[config.mk]
export PLATFORM = sky130hd
export DESIGN_NAME = mac_accumulator_flat
export DESIGN_NICKNAME = d
export VERILOG_FILES = /design/src/rtl/mac_acc_pkg.sv /design/src/rtl/mac_acc_if.sv /design/src/rtl/mac_acc_narrow.sv /design/src/rtl/mac_accumulator.sv /design/src/flat_wrapper.sv
export SDC_FILE = /design/constraint.sdc
export NUM_CORES = 1
export LEC_CHECK = 0
export CORE_MARGIN = 5
export CORE_UTILIZATION = 50
export CTS_CLUSTER_SIZE = 16
export DETAILED_ROUTE_END_ITERATION = 10
export PLACE_DENSITY_LB_ADDON = 0.1
export SKIP_CTS_REPAIR_TIMING = 1
export SLEW_MARGIN = 20
export SYNTH_ARGS = -nofsm -noshare
export SYNTH_HDL_FRONTEND = slang
export SYNTH_SLANG_ARGS = --single-unit
[constraint.sdc]
create_clock -name clk -period 4.8 [get_ports clk]
set_input_delay 0.72 -clock clk [delete_from_list [all_inputs] [get_ports clk]]
set_output_delay 0.72 -clock clk [all_outputs]
set_load 0.05 [all_outputs]
[src/rtl/mac_acc_pkg.sv]
// Shared widths, saturation limits and the input-register type for the
// multiply-accumulate back end.
package mac_acc_pkg;

    localparam int ACC_W_DEF = 72;
    localparam int CNT_W_DEF = 16;
    localparam int OUT_W     = 64;

    localparam logic [OUT_W-1:0] SAT_MAX = 64'h7FFF_FFFF_FFFF_FFFF;
    localparam logic [OUT_W-1:0] SAT_MIN = 64'h8000_0000_0000_0000;

    typedef struct packed {
        logic [OUT_W-1:0] prod;
        logic             last;
        logic             valid;
    } s1_t;

endpackage

[src/rtl/mac_acc_if.sv]
// Product-in / result-out bus of mac_accumulator.
// Handshake: a transfer happens on a rising edge where valid and ready are
// both 1; valid never waits on ready, and ready never depends on valid.
interface mac_acc_if #(
    parameter int CNT_W = 16
);
    logic [63:0]      prod;
    logic             prod_valid;
    logic             prod_last;
    logic             prod_ready;
    logic             acc_clr;
    logic [63:0]      out_data;
    logic [CNT_W-1:0] out_count;
    logic             out_ovf;
    logic             out_valid;
    logic             out_ready;

    modport master (
        output prod, prod_valid, prod_last, acc_clr, out_ready,
        input  prod_ready, out_data, out_count, out_ovf, out_valid
    );

    modport slave (
        input  prod, prod_valid, prod_last, acc_clr, out_ready,
        output prod_ready, out_data, out_count, out_ovf, out_valid
    );
endinterface

[src/rtl/mac_acc_narrow.sv]
// Reduces the wide accumulator to a 64-bit signed result plus overflow flag.
// Define MAC_ACC_SAT_EN to clamp out-of-range sums; otherwise they wrap.
module mac_acc_narrow
    import mac_acc_pkg::*;
#(
    parameter int ACC_W = ACC_W_DEF
) (
    input  logic [ACC_W-1:0] acc_i,
    output logic [OUT_W-1:0] data_o,
    output logic             ovf_o
);
    logic [ACC_W-OUT_W:0] upper;

    // The value fits when every bit from the 64-bit sign position up is equal.
    always_comb begin
        upper = acc_i[ACC_W-1:OUT_W-1];
        ovf_o = !((&upper) || !(|upper));
    end

`ifdef MAC_ACC_SAT_EN
    always_comb begin
        data_o = acc_i[OUT_W-1:0];
        if (ovf_o) begin
            data_o = acc_i[ACC_W-1] ? SAT_MIN : SAT_MAX;
        end
    end
`else
    always_comb begin
        data_o = acc_i[OUT_W-1:0];
    end
`endif

endmodule

[src/rtl/mac_accumulator.sv]
// Registered multiply-accumulate back end: input register, wide accumulator,
// and one held result per vector. Optional clamping: MAC_ACC_SAT_EN.
module mac_accumulator
    import mac_acc_pkg::*;
#(
    parameter int ACC_W = ACC_W_DEF,
    parameter int CNT_W = CNT_W_DEF
) (
    input  logic    clk,
    input  logic    rst,
    mac_acc_if.slave bus
);
    s1_t              s1_q, s1_d;
    logic [ACC_W-1:0] acc_q, acc_d, acc_next;
    logic [CNT_W-1:0] cnt_q, cnt_d, cnt_next;
    logic             first_q, first_d;
    logic [OUT_W-1:0] out_data_q, out_data_d;
    logic [CNT_W-1:0] out_count_q, out_count_d;
    logic             out_ovf_q, out_ovf_d;
    logic             out_valid_q, out_valid_d;

    logic             stall, prod_ready, accept, consume, load;
    logic [OUT_W-1:0] narrow_data;
    logic             narrow_ovf;

    always_comb begin
        stall      = out_valid_q && !bus.out_ready;
        prod_ready = !rst && !stall;
        accept     = bus.prod_valid && prod_ready;
        // A clear drops the S1 term rather than folding it into the old vector.
        consume    = s1_q.valid && !stall && !bus.acc_clr;
        load       = consume && s1_q.last;
        acc_next   = (first_q ? '0 : acc_q)
                   + {{(ACC_W-OUT_W){s1_q.prod[OUT_W-1]}}, s1_q.prod};
        if (first_q) begin
            cnt_next = CNT_W'(1);
        end else if (&cnt_q) begin
            cnt_next = cnt_q;
        end else begin
            cnt_next = cnt_q + 1'b1;
        end
    end

    mac_acc_narrow #(.ACC_W(ACC_W)) u_narrow (
        .acc_i  (acc_next),
        .data_o (narrow_data),
        .ovf_o  (narrow_ovf)
    );

    always_comb begin
        s1_d        = s1_q;
        acc_d       = acc_q;
        cnt_d       = cnt_q;
        first_d     = first_q;
        out_data_d  = out_data_q;
        out_count_d = out_count_q;
        out_ovf_d   = out_ovf_q;
        out_valid_d = out_valid_q;

        if (!stall) begin
            s1_d.valid = accept;
            if (accept) begin
                s1_d.prod = bus.prod;
                s1_d.last = bus.prod_last;
            end
        end else if (bus.acc_clr) begin
            s1_d.valid = 1'b0;
        end

        if (consume) begin
            acc_d   = acc_next;
            cnt_d   = cnt_next;
            first_d = s1_q.last;
        end
        if (bus.acc_clr) begin
            first_d = 1'b1;
        end

        // A fresh result wins over the consumer taking the previous one.
        if (load) begin
            out_data_d  = narrow_data;
            out_count_d = cnt_next;
            out_ovf_d   = narrow_ovf;
            out_valid_d = 1'b1;
        end else if (bus.out_ready) begin
            out_valid_d = 1'b0;
        end
    end

    always_ff @(posedge clk) begin
        if (rst) begin
            s1_q        <= '0;
            acc_q       <= '0;
            cnt_q       <= '0;
            first_q     <= 1'b1;
            out_data_q  <= '0;
            out_count_q <= '0;
            out_ovf_q   <= 1'b0;
            out_valid_q <= 1'b0;
        end else begin
            s1_q        <= s1_d;
            acc_q       <= acc_d;
            cnt_q       <= cnt_d;
            first_q     <= first_d;
            out_data_q  <= out_data_d;
            out_count_q <= out_count_d;
            out_ovf_q   <= out_ovf_d;
            out_valid_q <= out_valid_d;
        end
    end

    assign bus.prod_ready = prod_ready;
    assign bus.out_data   = out_data_q;
    assign bus.out_count  = out_count_q;
    assign bus.out_ovf    = out_ovf_q;
    assign bus.out_valid  = out_valid_q;

endmodule
[src/flat_wrapper.sv]
// flat-port wrapper written by rule: the top's interface ports become plain ports
module mac_accumulator_flat import mac_acc_pkg::*;
#(
    parameter int ACC_W = ACC_W_DEF,
    parameter int CNT_W = CNT_W_DEF
)
  (clk, rst, bus_prod, bus_prod_valid, bus_prod_last, bus_acc_clr, bus_out_ready, bus_prod_ready, bus_out_data, bus_out_count, bus_out_ovf, bus_out_valid);
  mac_acc_if #(.CNT_W(CNT_W)) bus_i ();
  input  logic clk;
  input  logic rst;
  input wire logic [$bits(bus_i.prod)-1:0] bus_prod;
  input wire logic [$bits(bus_i.prod_valid)-1:0] bus_prod_valid;
  input wire logic [$bits(bus_i.prod_last)-1:0] bus_prod_last;
  input wire logic [$bits(bus_i.acc_clr)-1:0] bus_acc_clr;
  input wire logic [$bits(bus_i.out_ready)-1:0] bus_out_ready;
  output wire logic [$bits(bus_i.prod_ready)-1:0] bus_prod_ready;
  output wire logic [$bits(bus_i.out_data)-1:0] bus_out_data;
  output wire logic [$bits(bus_i.out_count)-1:0] bus_out_count;
  output wire logic [$bits(bus_i.out_ovf)-1:0] bus_out_ovf;
  output wire logic [$bits(bus_i.out_valid)-1:0] bus_out_valid;
  assign bus_i.prod = bus_prod;
  assign bus_i.prod_valid = bus_prod_valid;
  assign bus_i.prod_last = bus_prod_last;
  assign bus_i.acc_clr = bus_acc_clr;
  assign bus_i.out_ready = bus_out_ready;
  assign bus_prod_ready = bus_i.prod_ready;
  assign bus_out_data = bus_i.out_data;
  assign bus_out_count = bus_i.out_count;
  assign bus_out_ovf = bus_i.out_ovf;
  assign bus_out_valid = bus_i.out_valid;
  mac_accumulator #(.ACC_W(ACC_W), .CNT_W(CNT_W)) u_core (.clk(clk), .rst(rst), .bus(bus_i));
endmodule
# [Word level (Yosys, flattened, before mapping)]
# Cells that the tools add are included.
[op_classes] n_reduce_logical=19 bitwise=1 n_eq_ne=1 n_mux=7 n_addsub=2
[ops] operator="adder 72 bit" n=1
[ops] operator="two-way mux 72 bit" n=1
[ops] operator="two-way mux 16 bit" n=2
[ops] operator="adder 16 x 1 -> 16 bit (second input constant)" n=1
[ops] operator="AND reduction 16 bit" n=1
[ops] operator="AND reduction 9 bit" n=1
[ops] operator="OR reduction 9 bit" n=1
[ops] operator="logical AND 1 bit" n=6
[ops] operator="zero test 1 bit" n=6
[ops] operator="two-way mux 1 bit" n=4
[ops] operator="!= test 2 bit (second input constant)" n=1
[ops] operator="AND reduction 2 bit" n=1
[ops] operator="nonzero test 2 bit" n=1
[ops] operator="OR reduction 2 bit" n=1
[ops] operator="logical OR 1 bit" n=1
[ops] operator="inverter 1 bit" n=1
[word_totals] regBits=237 in_bits=70 elab_cells=40 output_inout_bits=83

# [Longest topological paths before layout]
[depth] ltp_word=7 depth_mapped=15 ltp_nobuf=13

# [Cells and area by module]
# A second synthesis with hierarchy kept.
[hier_totals] hier_cells=1771 hier_area_um2=13671.9
[modules_own_cells] mod="mac_accumulator" area_each_um2=13143.9 cells_per_inst=1699 seq_area_each_um2=4744.6 instances=1
[modules_own_cells] mod="mac_acc_narrow" area_each_um2=528.0 cells_per_inst=72 seq_area_each_um2=0.0 instances=1

# [Least setup slack after synthesis]
# No wires, ideal clock.
[synth_timing] path_type="reg-to-reg" from="register u_core.first_q" to="register u_core.out_ovf_q (netlist: u_core.bus.out_ovf)" period_less_slack_ns=3.820 required_time_ns=4.678 path_slack_ns=0.980 stages_incl_launch_ff=16 path_buffers=2 setup_time_ns=0.122 arrival_ns=3.698 cell_sequence="dfxtp_1 > clkbuf_1 > clkbuf_1 > nor2b_1 > ha_1 > fa_1 > a21o_1 > a221oi_4 > o22ai_2 > o311ai_4 > and2_4 > o31ai_1 > xor2_1 > or4_1 > nor4_2 > o41ai_2"
[synth_between] elab_chain_len=6 elab_cells_between_ends=7 cone_classes="add/sub: 1; mux: 1; reduce/logical: 5"
[synth_rtl] item="from (decl)" line_no="mac_accumulator.sv:16" text="logic first_q, first_d;"
[synth_rtl] item="from (signal assigned)" line_no="mac_accumulator.sv:104" text="first_q <= first_d;"
[synth_rtl] item="two-way mux 72 bit *" line_no="mac_accumulator.sv:33" text="acc_next = (first_q ? '0 : acc_q)"
[synth_rtl] item="adder 72 bit *" line_no="mac_accumulator.sv:34" text="+ {{(ACC_W-OUT_W){s1_q.prod[OUT_W-1]}}, s1_q.prod};"
[synth_rtl] item="OR reduction 9 bit" line_no="mac_acc_narrow.sv:17" text="ovf_o = !((&upper) || !(|upper));"
[synth_rtl] item="zero test 1 bit" line_no="mac_acc_narrow.sv:17"
[synth_rtl] item="logical OR 1 bit *" line_no="mac_acc_narrow.sv:17"
[synth_rtl] item="zero test 1 bit *" line_no="mac_acc_narrow.sv:17"
[synth_rtl] item="to (signal assigned)" line_no="mac_accumulator.sv:107" text="out_ovf_q <= out_ovf_d;"
[synth_rtl] item="to (decl)" line_no="mac_accumulator.sv:19" text="logic out_ovf_q, out_ovf_d;"
# Mark *: on every way between the ends. The rest lies on a longest branch, timed or not.
# A chain may end at the register's enable or synchronous reset.

# [Worst setup path after layout]
[layout_timing] from="register u_core.first_q" to="register u_core.acc_q[56]"
[layout_between] elab_chain_len=2
[layout_rtl] item="two-way mux 72 bit" line_no="mac_accumulator.sv:33"
[layout_rtl] item="adder 72 bit" line_no="mac_accumulator.sv:34"
[layout_rtl] item="to (signal assigned)" line_no="mac_accumulator.sv:93" text="acc_q <= '0;"
[layout_rtl] item="to (signal assigned)" line_no="mac_accumulator.sv:102" text="acc_q <= acc_d;"
[layout_rtl] item="to (decl)" line_no="mac_accumulator.sv:14" text="logic [ACC_W-1:0] acc_q, acc_d, acc_next;"
# Every way passes these cells.

==> out/metrics.yaml <==
status: "finished clean"
p_int_w: 0.003539
antenna_found_initial: 0
clock-sinks: 237
swShare_pct: 24.39
p_comb_share_pct: 9.5
vias: 13460
path_cells: "nor2b_1, ha_1, fa_1, a21o_1, a221o_1, a2111oi_2, nor3_1, buf_4, nor3_1, o21bai_1, a21oi_1, xnor2_1, nand2_1, a21oi_1"
clkTransAtPathRegs_ps: 60
vdd_drop_max_mv: 0.2336
drtIter0Drc: 959
layout_min_cycle_time_ps: 4217
synth-seq-area-share_pct: 33.72
grt_pass1_wl_um: 67920
finalInstanceArea_um2: 16590
worstSetupEndpointType: "register"
cts_tree: "yes"
netSwitchingPower_w: 0.001142
yosysMostFrequentCell: "nand2_1"
rows: 61
grt_max_degree: 157
synthDistinctLibCells: 89
synthFlopType: "dfxtp_1"
netlist_instances: 1912
maxCapViolCount: 0
synth_area_leaders: "dfxtp_1 (34%), nand2_1 (14%), a21oi_1 (9.2%)"
post-route-period-util_pct: 87.85
total_power_w: 0.004681
die-area_um2: 31600
final_core_util_pct: 59.72
fin_setup_tns_ps: 0
syn_to_final_growth_pct: 17.92
io_pins: 153
setup_viol: 0
synthArstFlopShare_pct: 0
placed_area_um2: 15640
netlist_area_um2: 14070
avgSynthCellArea_um2: 7.359
hold_class: "register to register"
drive_above_1_share_pct: 5.005
synth-seq-cells: 237
worstMarginPinSlew_ps: 1050
p_leak_nw: 6.167
n_antenna_cell: 0
maxSlewHeadroom_pct: 30.02
postRouteAntennaNets: 0
startpoint_type: "register"
synth_edf_count: 0
hold_viol: 0
synth_top_area_share_pct: 33.72
clock_path_buffers: 3
finClkSkew_ps: 16.30
dp_hpwl_um: 30150
drt_pass1_iterations: 5
start_util_pct: 50.64
die_w_um: 177.8
cp_max_fo: 20
routed_via_density: 5.665
routedWlPerCell_um: 17.56
numCtsBuffers: 27
powerDensity_nw_per_um2: 282.1
synth_common_cells: "nand2_1 (517), a21oi_1 (260), dfxtp_1 (237)"
htree_levels: 1
yosys_warnings: 0
slowest_delay_ps: 620
cts-root-buf: "clkbuf_16"
synth.largest_area_cell: "dfxtp_1"
cp.arrival_ps: 4690
insertion_delay_ps: 550
path_class: "register to register"
power.share.sequential_pct: 44.1
rsz0062_at_grt: "no"
grt_usage_pct: 25.90
drc: 0
fp.dieH_um: 177.8
cp_data_required_time_ps: 5270
port_buffers: 152
core_um2: 27780
synth_fp_nets: 2055
cp_slowest_cell: "dfxtp_2"
fin_nets: 2121
grt_pass1_vias: 13160
fmax_mhz: 237.1
slew_viol_final: 0
clkPwrFrac_pct: 46.3
place_congestion: 0.9514
overflow: 0
routed_wl_um: 41730
sequential cells by signal (all words and copies together), names as in the netlist:
signal                flops
u_core.acc_q             72
u_core.s1_q              66
u_core.bus.out_data      64
u_core.bus.out_count     16
u_core.cnt_q             16
u_core.bus.out_ovf        1
u_core.bus.out_valid      1
u_core.first_q            1
through the flow:
step,setup WS [ps],hold WS [ps],instances
final,583.2,448.8,2376
after global routing,279.1,465.9,2376
after CTS,646.2,449.9,2376
after detailed placement,661.9,442.0,2327
after global placement,685.0,436.8,2327
after floorplan,979.7,431.8,1912
layer usage:
| metal | wire length [µm] | GRT usage [%] | up-vias |
|---|---|---|---|
| met1 | 19530 | 35.05 | 6307 |
| met2 | 19260 | 43.66 | 359 |
| li1 | - | - | 6723 |
| met3 | 1880 | 3.196 | 70 |
| met4 | 1058 | 7.154 | 0 |
| met5 | 0 | 0 | - |
area by class of cell:
| cell class | count | area (µm²) |
|---|---|---|
| fill | 2652 | 11190 |
| multi-input combinational | 1519 | 8636 |
| inverter | 21 | 78.83 |
| clock buffer | 38 | 777.0 |
| clock inverter | 11 | 170.2 |
| sequential | 237 | 4746 |
| tap | 378 | 473.0 |
| timing repair buffer | 172 | 1710 |
worst paths after layout:
| path | startpoint | to | slack, ps | cells past startpoint |
|---|---|---|---|---|
| hold reg to reg | u_core.acc_q[38] | u_core.acc_q[38] | 450 | 2 |
| setup reg to reg | u_core.first_q | u_core.acc_q[56] | 580 | 14 |
| hold / removal | u_core.acc_q[38] | u_core.acc_q[38] | 450 | 2 |
| setup / recovery | u_core.first_q | u_core.acc_q[56] | 580 | 14 |
cells in the final DEF, fill, tap and decap left out, types with 15 or more instances in the layout:
cell type	n
a21o_1	15
buf_4	17
nand2_1	515
ha_1	72
nor3_1	30
nand3b_1	68
clkbuf_16	27
clkdlybuf4s50_1	151
a211oi_1	17
a21oi_1	260
o21a_1	21
nor2b_1	76
xor2_1	33
dfxtp_1	236
o21ai_0	56
nor2_1	101
xnor2_1	38
inv_1	21
nand3_1	24
nand4_1	36
critical path: cells and delay by family (launching register included):
kind | cells | cell delay, ps
simple gates | 4 | 920
compound gates | 6 | 1570
xor+xnor | 1 | 200
fa+ha+maj | 2 | 660
buf+inv | 1 | 170
flops | 1 | 620
cell families (layout without fill, tap and decap cells):
kind of cell / Yosys count / after routing / share of synthesized area (%)
and+or+nand+nor: 910 / 910 / 30.17
buffers and inverters: 156 / 242 / 4.962
AOI/OAI and AO/OA: 463 / 463 / 20.04
DFF: 237 / 237 / 33.72
xor gates and xnor gates: 71 / 71 / 4.420
muxes: 2 / 2 / 0.1423
adders and majority gates: 73 / 73 / 6.545
power groups by stage:
stage                     Clock, W  Sequential [W]  Combinational [W]
after floorplan                  0         0.00211           0.000293
after global placement           0         0.00211           0.000440
after detailed placement         0         0.00211           0.000442
after CTS                  0.00221         0.00207           0.000446
after global routing       0.00229         0.00207           0.000491
final                      0.00217         0.00207           0.000446
Note: power is estimated with default switching activity, not from simulation.
